### src/rtl/reg_wb_queue_pkg.sv
// Shared widths, depth default and entry type for the register writeback queue.
package reg_wb_queue_pkg;

    localparam int   REG_ADDR_BUS = 5;
    localparam int   REG_BUS      = 32;
    localparam logic WRITE_ENABLE = 1'b1;
    localparam int   WBQ_DEPTH    = 4;

    typedef enum logic {
        SRC_A = 1'b0,
        SRC_B = 1'b1
    } wb_src_e;

    typedef struct packed {
        wb_src_e                 src;
        logic [REG_ADDR_BUS-1:0] wa;
        logic [REG_BUS-1:0]      wd;
    } wb_entry_t;

    // One-hot mask selecting register r in a per-register bit vector.
    function automatic logic [REG_BUS-1:0] reg_onehot(input logic [REG_ADDR_BUS-1:0] r);
        return REG_BUS'(1) << r;
    endfunction

endpackage

### src/rtl/reg_wb_queue_if.sv
// Writeback requests, allocation, hazard query and register-file write port.
interface reg_wb_queue_if;
    import reg_wb_queue_pkg::*;

    logic                    a_valid;
    logic [REG_ADDR_BUS-1:0] a_wa;
    logic [REG_BUS-1:0]      a_wd;
    logic                    a_ready;
    logic                    b_valid;
    logic [REG_ADDR_BUS-1:0] b_wa;
    logic [REG_BUS-1:0]      b_wd;
    logic                    b_ready;
    logic                    alloc_valid;
    logic [REG_ADDR_BUS-1:0] alloc_wa;
    logic                    re1;
    logic [REG_ADDR_BUS-1:0] ra1;
    logic                    re2;
    logic [REG_ADDR_BUS-1:0] ra2;
    logic                    we;
    logic [REG_ADDR_BUS-1:0] wa;
    logic [REG_BUS-1:0]      wd;
    logic [REG_BUS-1:0]      pending;
    logic                    stall;

    modport master (
        output a_valid, a_wa, a_wd, b_valid, b_wa, b_wd,
               alloc_valid, alloc_wa, re1, ra1, re2, ra2,
        input  a_ready, b_ready, we, wa, wd, pending, stall
    );

    modport slave (
        input  a_valid, a_wa, a_wd, b_valid, b_wa, b_wd,
               alloc_valid, alloc_wa, re1, ra1, re2, ra2,
        output a_ready, b_ready, we, wa, wd, pending, stall
    );

endinterface

### src/rtl/reg_wb_queue_wbq_fifo.sv
// In-order entry FIFO: up to two pushes (push0 ahead of push1) and one pop per cycle.
module wbq_fifo
    import reg_wb_queue_pkg::*;
#(
    parameter  int DEPTH = WBQ_DEPTH,
    localparam int AW    = $clog2(DEPTH)
) (
    input  logic                  clk_i,
    input  logic                  rst_i,
    input  logic                  push0_i,
    input  wb_entry_t             push0_data_i,
    input  logic                  push1_i,
    input  wb_entry_t             push1_data_i,
    input  logic                  pop_i,
    output logic                  empty_o,
    output wb_entry_t             head_o,
    output logic [AW:0]           count_o,
    output logic [DEPTH-1:0]      tail_valid_o,
    output wb_entry_t [DEPTH-1:0] entries_o
);

    logic [AW-1:0]         wptr_q, wptr_d;
    logic [AW-1:0]         rptr_q, rptr_d;
    logic [AW:0]           count_q, count_d;
    wb_entry_t [DEPTH-1:0] mem_q;
    logic                  wr_first_s, wr_second_s, do_pop_s;
    wb_entry_t             first_data_s;
    logic [AW-1:0]         off_s [DEPTH];

    // A lone push1 is compacted into the first free slot.
    always_comb begin
        wr_first_s  = push0_i | push1_i;
        wr_second_s = push0_i & push1_i;
        do_pop_s    = pop_i & (count_q != (AW+1)'(0));
        if (push0_i) begin
            first_data_s = push0_data_i;
        end else begin
            first_data_s = push1_data_i;
        end
        wptr_d  = wptr_q + AW'(wr_first_s) + AW'(wr_second_s);
        rptr_d  = rptr_q + AW'(do_pop_s);
        count_d = count_q + (AW+1)'(wr_first_s) + (AW+1)'(wr_second_s) - (AW+1)'(do_pop_s);
    end

    // Pointer and occupancy registers.
    always_ff @(posedge clk_i) begin
        if (rst_i) begin
            wptr_q  <= AW'(0);
            rptr_q  <= AW'(0);
            count_q <= (AW+1)'(0);
        end else begin
            wptr_q  <= wptr_d;
            rptr_q  <= rptr_d;
            count_q <= count_d;
        end
    end

    // Entry storage; contents need no reset because occupancy gates every use.
    always_ff @(posedge clk_i) begin
        if (!rst_i) begin
            if (wr_first_s) begin
                mem_q[wptr_q] <= first_data_s;
            end
            if (wr_second_s) begin
                mem_q[wptr_q + AW'(1)] <= push1_data_i;
            end
        end
    end

    // Valid entries other than the head, by storage slot.
    always_comb begin
        for (int i = 0; i < DEPTH; i++) begin
            off_s[i]        = AW'(i) - rptr_q;
            tail_valid_o[i] = (off_s[i] != AW'(0)) && ({1'b0, off_s[i]} < count_q);
        end
    end

    assign empty_o   = (count_q == (AW+1)'(0));
    assign head_o    = mem_q[rptr_q];
    assign count_o   = count_q;
    assign entries_o = mem_q;

endmodule

### src/rtl/reg_wb_queue.sv
// Register writeback queue: merges pipeline and long-latency writebacks onto one
// register-file write port and tracks outstanding long-latency destinations.
module reg_wb_queue
    import reg_wb_queue_pkg::*;
#(
    parameter int DEPTH = WBQ_DEPTH
) (
    input  logic          cpu_clk_50M,
    input  logic          cpu_rst,
    reg_wb_queue_if.slave bus
);

    localparam int AW = $clog2(DEPTH);
    localparam int FW = AW + 2;

    logic                  fifo_empty_s;
    wb_entry_t             head_s;
    logic [AW:0]           count_s;
    logic [DEPTH-1:0]      tail_valid_s;
    wb_entry_t [DEPTH-1:0] entries_s;
    wb_entry_t             a_entry_s, b_entry_s;
    logic                  pop_s, push_a_s, push_b_s;
    logic [FW-1:0]         free_s;
    logic                  a_ready_s, b_ready_s;
    logic [REG_BUS-1:0]    pending_q, pending_d, set_s, clr_s;
    logic                  hit1_s, hit2_s, stall_s;

    // Free slots count the head leaving this cycle; ready never looks at its own valid.
    always_comb begin
        pop_s     = ~fifo_empty_s;
        free_s    = FW'(DEPTH) - FW'(count_s) + FW'(pop_s);
        a_ready_s = (free_s >= FW'(1));
        if (bus.a_valid) begin
            b_ready_s = (free_s >= FW'(2));
        end else begin
            b_ready_s = (free_s >= FW'(1));
        end
        push_a_s  = bus.a_valid && a_ready_s && (bus.a_wa != REG_ADDR_BUS'(0));
        push_b_s  = bus.b_valid && b_ready_s && (bus.b_wa != REG_ADDR_BUS'(0));
        a_entry_s = '{src: SRC_A, wa: bus.a_wa, wd: bus.a_wd};
        b_entry_s = '{src: SRC_B, wa: bus.b_wa, wd: bus.b_wd};
    end

    wbq_fifo #(.DEPTH(DEPTH)) u_fifo (
        .clk_i        (cpu_clk_50M),
        .rst_i        (cpu_rst),
        .push0_i      (push_a_s),
        .push0_data_i (a_entry_s),
        .push1_i      (push_b_s),
        .push1_data_i (b_entry_s),
        .pop_i        (pop_s),
        .empty_o      (fifo_empty_s),
        .head_o       (head_s),
        .count_o      (count_s),
        .tail_valid_o (tail_valid_s),
        .entries_o    (entries_s)
    );

    // Allocation wins over a same-cycle retirement of the same register.
    always_comb begin
        if (bus.alloc_valid && (bus.alloc_wa != REG_ADDR_BUS'(0))) begin
            set_s = reg_onehot(bus.alloc_wa);
        end else begin
            set_s = REG_BUS'(0);
        end
        if (pop_s && (head_s.src == SRC_B)) begin
            clr_s = reg_onehot(head_s.wa);
        end else begin
            clr_s = REG_BUS'(0);
        end
        pending_d    = (pending_q & ~clr_s) | set_s;
        pending_d[0] = 1'b0;
    end

    // Outstanding long-latency destination bits.
    always_ff @(posedge cpu_clk_50M) begin
        if (cpu_rst) begin
            pending_q <= REG_BUS'(0);
        end else begin
            pending_q <= pending_d;
        end
    end

    // The head is being written this cycle and the register file bypasses it.
    always_comb begin
        hit1_s = 1'b0;
        hit2_s = 1'b0;
        for (int i = 0; i < DEPTH; i++) begin
            hit1_s = hit1_s | (tail_valid_s[i] && (entries_s[i].wa == bus.ra1));
            hit2_s = hit2_s | (tail_valid_s[i] && (entries_s[i].wa == bus.ra2));
        end
        stall_s = (bus.re1 && (bus.ra1 != REG_ADDR_BUS'(0)) && (pending_q[bus.ra1] || hit1_s)) ||
                  (bus.re2 && (bus.ra2 != REG_ADDR_BUS'(0)) && (pending_q[bus.ra2] || hit2_s));
    end

    // Write port shows the head entry and is zeroed while empty.
    always_comb begin
        if (fifo_empty_s) begin
            bus.we = ~WRITE_ENABLE;
            bus.wa = REG_ADDR_BUS'(0);
            bus.wd = REG_BUS'(0);
        end else begin
            bus.we = WRITE_ENABLE;
            bus.wa = head_s.wa;
            bus.wd = head_s.wd;
        end
    end

    assign bus.a_ready = a_ready_s;
    assign bus.b_ready = b_ready_s;
    assign bus.pending = pending_q;
    assign bus.stall   = stall_s;

endmodule

### src/flat_wrapper.sv
// flat-port wrapper written by rule: the top's interface ports become plain ports
module reg_wb_queue_flat import reg_wb_queue_pkg::*;
#(
    parameter int DEPTH = WBQ_DEPTH
)
  (cpu_clk_50M, cpu_rst, bus_a_valid, bus_a_wa, bus_a_wd, bus_b_valid, bus_b_wa, bus_b_wd, bus_alloc_valid, bus_alloc_wa, bus_re1, bus_ra1, bus_re2, bus_ra2, bus_a_ready, bus_b_ready, bus_we, bus_wa, bus_wd, bus_pending, bus_stall);
  reg_wb_queue_if bus_i ();
  input  logic cpu_clk_50M;
  input  logic cpu_rst;
  input wire logic [$bits(bus_i.a_valid)-1:0] bus_a_valid;
  input wire logic [$bits(bus_i.a_wa)-1:0] bus_a_wa;
  input wire logic [$bits(bus_i.a_wd)-1:0] bus_a_wd;
  input wire logic [$bits(bus_i.b_valid)-1:0] bus_b_valid;
  input wire logic [$bits(bus_i.b_wa)-1:0] bus_b_wa;
  input wire logic [$bits(bus_i.b_wd)-1:0] bus_b_wd;
  input wire logic [$bits(bus_i.alloc_valid)-1:0] bus_alloc_valid;
  input wire logic [$bits(bus_i.alloc_wa)-1:0] bus_alloc_wa;
  input wire logic [$bits(bus_i.re1)-1:0] bus_re1;
  input wire logic [$bits(bus_i.ra1)-1:0] bus_ra1;
  input wire logic [$bits(bus_i.re2)-1:0] bus_re2;
  input wire logic [$bits(bus_i.ra2)-1:0] bus_ra2;
  output wire logic [$bits(bus_i.a_ready)-1:0] bus_a_ready;
  output wire logic [$bits(bus_i.b_ready)-1:0] bus_b_ready;
  output wire logic [$bits(bus_i.we)-1:0] bus_we;
  output wire logic [$bits(bus_i.wa)-1:0] bus_wa;
  output wire logic [$bits(bus_i.wd)-1:0] bus_wd;
  output wire logic [$bits(bus_i.pending)-1:0] bus_pending;
  output wire logic [$bits(bus_i.stall)-1:0] bus_stall;
  assign bus_i.a_valid = bus_a_valid;
  assign bus_i.a_wa = bus_a_wa;
  assign bus_i.a_wd = bus_a_wd;
  assign bus_i.b_valid = bus_b_valid;
  assign bus_i.b_wa = bus_b_wa;
  assign bus_i.b_wd = bus_b_wd;
  assign bus_i.alloc_valid = bus_alloc_valid;
  assign bus_i.alloc_wa = bus_alloc_wa;
  assign bus_i.re1 = bus_re1;
  assign bus_i.ra1 = bus_ra1;
  assign bus_i.re2 = bus_re2;
  assign bus_i.ra2 = bus_ra2;
  assign bus_a_ready = bus_i.a_ready;
  assign bus_b_ready = bus_i.b_ready;
  assign bus_we = bus_i.we;
  assign bus_wa = bus_i.wa;
  assign bus_wd = bus_i.wd;
  assign bus_pending = bus_i.pending;
  assign bus_stall = bus_i.stall;
  reg_wb_queue #(.DEPTH(DEPTH)) u_core (.cpu_clk_50M(cpu_clk_50M), .cpu_rst(cpu_rst), .bus(bus_i));
endmodule
### config.mk
export PLATFORM = sky130hd
export DESIGN_NAME = reg_wb_queue_flat
export DESIGN_NICKNAME = d
export VERILOG_FILES = /design/src/rtl/reg_wb_queue_pkg.sv /design/src/rtl/reg_wb_queue_if.sv /design/src/rtl/reg_wb_queue_wbq_fifo.sv /design/src/rtl/reg_wb_queue.sv /design/src/flat_wrapper.sv
export SDC_FILE = /design/constraint.sdc
export NUM_CORES = 1
export LEC_CHECK = 0
export ABC_AREA = 1
export CORE_MARGIN = 3
export CORE_UTILIZATION = 54
export DETAILED_ROUTE_END_ITERATION = 6
export PLACE_DENSITY = 0.78
export SLEW_MARGIN = 10
export SYNTH_ARGS = -nofsm -noshare
export SYNTH_HDL_FRONTEND = slang
export SYNTH_HIERARCHICAL = 1
export SYNTH_SLANG_ARGS = --single-unit
### constraint.sdc
create_clock -name cpu_clk_50M -period 7.7 [get_ports cpu_clk_50M]
set_input_delay 1.54 -clock cpu_clk_50M [delete_from_list [all_inputs] [get_ports cpu_clk_50M]]
set_output_delay 1.54 -clock cpu_clk_50M [all_outputs]
set_load 0.01 [all_outputs]
== Word-level counts from Yosys, hierarchy flattened ==
Index checks and enable logic that the tools add are counted.
Word-level totals
  flip-flop bits (word level): 191
  latch bits: 0
  bits in writable memories: 0
  memory bits (read-only): 0
  word-level logic and storage cells: 126
  memories: 0
Operators by class
  add/subtract/negate cells: 13
  $mul: 0
  div/mod/pow operators: 0
  $lt $le $gt $ge: 13
  equal/unequal tests: 8
  shift-type cells: 2
  mux-type cells: 22
  bitwise logic cells: 13
  reduce and logical (&&, ||, !) cells: 38
Operator list (count)
  $mux 152: 3
  $bwmux 152: 2
  $demux 38 s2: 2
  $mux 38: 4
  $mux 32: 3
  $bmux 38 s2: 1
  $shl 1x5->32 const A: 2
  $eq 5x5->1: 8
  $and 32x32->32: 1
  $not 32->32: 1
  $or 32x32->32: 1
  $reduce_bool 5->1: 5
  $logic_and 1x1->1: 24
  $lt 2x3->1: 4
  $lt 5x6->1 const B: 2
  $bmux 1 s5: 2
  $lt 2x3->1 const B: 3
  $reduce_bool 2->1: 4
  $or 1x1->1: 7
  $add 2x1->2: 3
  $add 3x1->3: 2
  $mux 5: 1
  $add 4x1->4: 1
  $ge 2x1->1 const B: 2
  other kinds (13): 21

== Depth between registers and ports, before layout ==
  word-level depth: 12
  mapped depth: 19

== Hierarchy ==
The synthesis kept the hierarchy.
By module, submodules not included
  wbq_fifo: times used 1, cells each 1635, area an instance 10870.4 um^2
  reg_wb_queue: times used 1, cells each 607, area an instance 3198.1 um^2

== Worst setup path after synthesis ==
OpenSTA, ideal clock, no wires.
  kind: input to register
  start: input cpu_rst
  end: register u_core.u_fifo.mem_q (netlist bit u_core/u_fifo/entries_o[0]) (enable)
  library setup time: 505 ps
  arrival time: 4486 ps
  slack: 2709 ps
  cell stages on the path: 1
  buffers on the path: 0
  cell sequence: inv_1
RTL lines
  from (decl): line flat_wrapper.sv:9  | input logic cpu_rst;
  to (signal, indexed assignment): line reg_wb_queue_wbq_fifo.sv:62  | mem_q[wptr_q] <= first_data_s;
  to (signal, indexed assignment): line reg_wb_queue_wbq_fifo.sv:65  | mem_q[wptr_q + AW'(1)] <= push1_data_i;
  to (decl): line reg_wb_queue_wbq_fifo.sv:25  | wb_entry_t [DEPTH-1:0] mem_q;
No word-level cell between the ends.

== Worst setup path after layout ==
  start: input bus_ra1[0]
  end: output bus_stall
On the way
  word-level cells in the longest chain between the ends: 8
RTL lines
  from (decl): line flat_wrapper.sv:19  | input wire logic [$bits(bus_i.ra1)-1:0] bus_ra1;
  $eq 5x5->1: line reg_wb_queue.sv:89  | hit1_s = hit1_s | (tail_valid_s[i] && (entries_s[i].wa == bus.ra1));
  $logic_and 1x1->1: line reg_wb_queue.sv:89
  $or 1x1->1 (3 in a row): line reg_wb_queue.sv:89
  $logic_or 1x1->1: line reg_wb_queue.sv:92  | stall_s = (bus.re1 && (bus.ra1 != REG_ADDR_BUS'(0)) && (pending_q[bus.ra1] || hit1_s)) ||
  $logic_and 1x1->1 *: line reg_wb_queue.sv:92
  $logic_or 1x1->1 *: line reg_wb_queue.sv:92
  to (decl): line flat_wrapper.sv:28  | output wire logic [$bits(bus_i.stall)-1:0] bus_stall;
Mark *: on every way between the ends. The rest lies on a longest branch, timed or not. The select of a mux whose other input is x is not followed.

==> out/metrics.cfg <==
[synth]
synth_cells=2242
synth_top_area_share_pct=32.44
synth-main-ff-cell=edfxtp_1
ys_types=36
netlist_area_um2=14070
ys_seq_area_share_pct=37.85
synth_edf_count=152
synth_area_leaders=edfxtp_1, nand2_1, inv_1
synth-async-reset-ratio_pct=0
synth_most_common_cell=nand2_1
ys.warnings.count=6
ys_ff_latch=190
synth.largest_area_cell=edfxtp_1
synth_common_cells=nand2_1, inv_1, nand3_1
avgSynthCellArea_um2=6.275

[grt]
first_global_vias=13610
overflow=0
grt_max_degree=87
antenna_found_initial=0
grt_pass1_wl_mm=71.15
grt_util_all_layers_pct=31.37

[worst_setup_path]
startpoint_type=input pin
cp-end-kind=output pin
criticalPathCategory=in2out
cp_max_fo=21
cp.arrival_ns=4.31
cp_data_required_time_ns=6.16

[floorplan]
die-area_um2=28030
initial_core_util_pct=55.39
num_io_pins=169
die_h_um=167.4
core-area_um2=25400
die_w_um=167.4
row_count=58

[clocking]
cts_max_path_buffers=2
ctsResizeCount=0
cts_hold_buf=0
clkSinkCount=190
numCtsBuffers=17
tritoncts=yes
clk_latency_ns=0.44
root_buffer=clkbuf_16
path_clk_slew_ns=0.08
cts_setup_buffers=0
htreeDepth=4

[routing]
drc=0
drt-total-wl_mm=45.77
num_vias=14870
routed_via_density=5.578
wl_per_cell_um=17.17
drt_iter0_markers=1660
dr.pass1.iters=6
ant_nets=0

[flow_run]
max_cap_violations=0

[timing]
skew_ns=0.01752
slew_headroom_pct=27.75
timing.final.crit_share_pct=75.91
finalSetupViolCount=0
tns_ns=0
tightest_slew_ns=1.080
finalHoldViolCount=0
max_freq_mhz=171.1
slew_violations=0
post-route-min-period_ns=5.845
rsz0062_at_grt=false

[cells_and_area]
drive_above_1_share_pct=3.640
diodes=0
multi_input_area_um2=6895
fill_cells=2442
finalNetCount=2433
regArea_um2=5326
fin_area_um2=16310
syn_to_final_growth_pct=15.93

[place]
placedInstanceArea_um2=15710
place_congestion=1.026
io_buffers=167
hpwl_mm=27.55

[outcome]
status=finished clean

[power]
power_density_nw_per_um2=344.0
p_leak_nw=8.044
ir_drop_uv=279.3

[worst_hold_path]
hold_class=reg2reg

[sequential cells by signal, indices dropped and copies added, names as in the netlist]
register / count
u_core/u_fifo/entries_o: 152
u_core/u_fifo/rptr_q: 2
u_core/bus.pending: 31
u_core/u_fifo/wptr_q: 2
u_core/u_fifo/count_o: 3
[stage by stage]
stage                     total power [W]  std cells  util, %  hold slack (ns)  setup WS [ns]
final                            0.005610       2665    64.21           0.5428          1.855
after global routing             0.006021       2665    64.21           0.5445          1.656
after floorplan                  0.003629       2247        -           0.5072          2.709
after global placement           0.004537       2633    61.85           0.4987          2.031
after detailed placement         0.004618       2633    61.85           0.5186          1.952
after CTS                        0.005565       2665    64.21           0.5298          1.936
[cell type report]
class                   instances  share of cell area, %
clock buffers                  17                  2.608
multi-input cells            1591                  42.28
flip-flops and latches        190                  32.66
repair buffers                184                  11.03
clock inverters                15                  1.066
well taps                     330                  2.532
inverters                     338                  7.825
[power by group]
| group | switching, W | internal, W | leakage (nW) | total (W) |
|---|---|---|---|---|
| Clock | 0.000441 | 0.000493 | 0.294 | 0.000933 |
| Combinational | 0.00194 | 0.00103 | 5.97 | 0.00297 |
| Sequential | 0.000155 | 0.00156 | 1.78 | 0.00171 |
| Total | 0.00253 | 0.00308 | 8.04 | 0.00561 |
[worst paths after layout]
kind / startpoint / end / slack, ns / depth (start not counted)
max reg2reg: u_core/u_fifo/count_o[2] / u_core/u_fifo/entries_o[85] / 3.77 / 15
min: u_core/bus.pending[24] / u_core/bus.pending[24] / 0.54 / 2
max: bus_ra1[0] / bus_stall / 1.85 / 12
min reg2reg: u_core/bus.pending[24] / u_core/bus.pending[24] / 0.54 / 2
[cells by family (layout without fill, tap and decap cells)]
| group | count (synthesis) | in the layout | synth area share [%] |
|---|---|---|---|
| flops | 190 | 190 | 37.85 |
| simple gates | 1322 | 1322 | 37.99 |
| fa+ha+maj | 15 | 15 | 1.494 |
| buf+inv | 466 | 554 | 13.60 |
| xor+xnor | 3 | 3 | 0.1868 |
| compound gates | 244 | 244 | 8.822 |
| other cells | 2 | 7 | 0.05338 |
[critical path: stages]
cell and delay, ns:
clkdlybuf4s50_1 0.95, inv_1 0.52, nand2_1 0.16, nand2_1 0.06, nor2_1 0.12, nand3_1 0.09
nand2_1 0.08, nor2_1 0.05, nand3_1 0.08, nand2_1 0.06, nand2_1 0.06, clkdlybuf4s50_1 0.53
[metal layers]
layer | share of wire, % | routed length [µm] | up-vias | global-route usage (%)
met2 | 46 | 21180 | 981 | 51.55
met1 | 39 | 17800 | 6619 | 41.71
met5 | 0 | 0 | - | 0
met3 | 12 | 5540 | 117 | 5.595
met4 | 2.7 | 1238 | 0 | 11.60
li1 | - | - | 7149 | -
[cell usage in the layout (no fill, tap or decap), types with 9 or more instances in the layout]
cell,n
dfxtp_1,37
clkdlybuf4s50_1,167
buf_4,17
ha_1,12
inv_2,15
nor2_2,9
nand2_1,953
a21oi_1,114
nand3_1,231
nand4_1,18
o21ai_0,115
edfxtp_1,152
clkbuf_16,17
inv_1,320
nor2_1,92
Note: power is estimated with default switching activity, not from simulation.
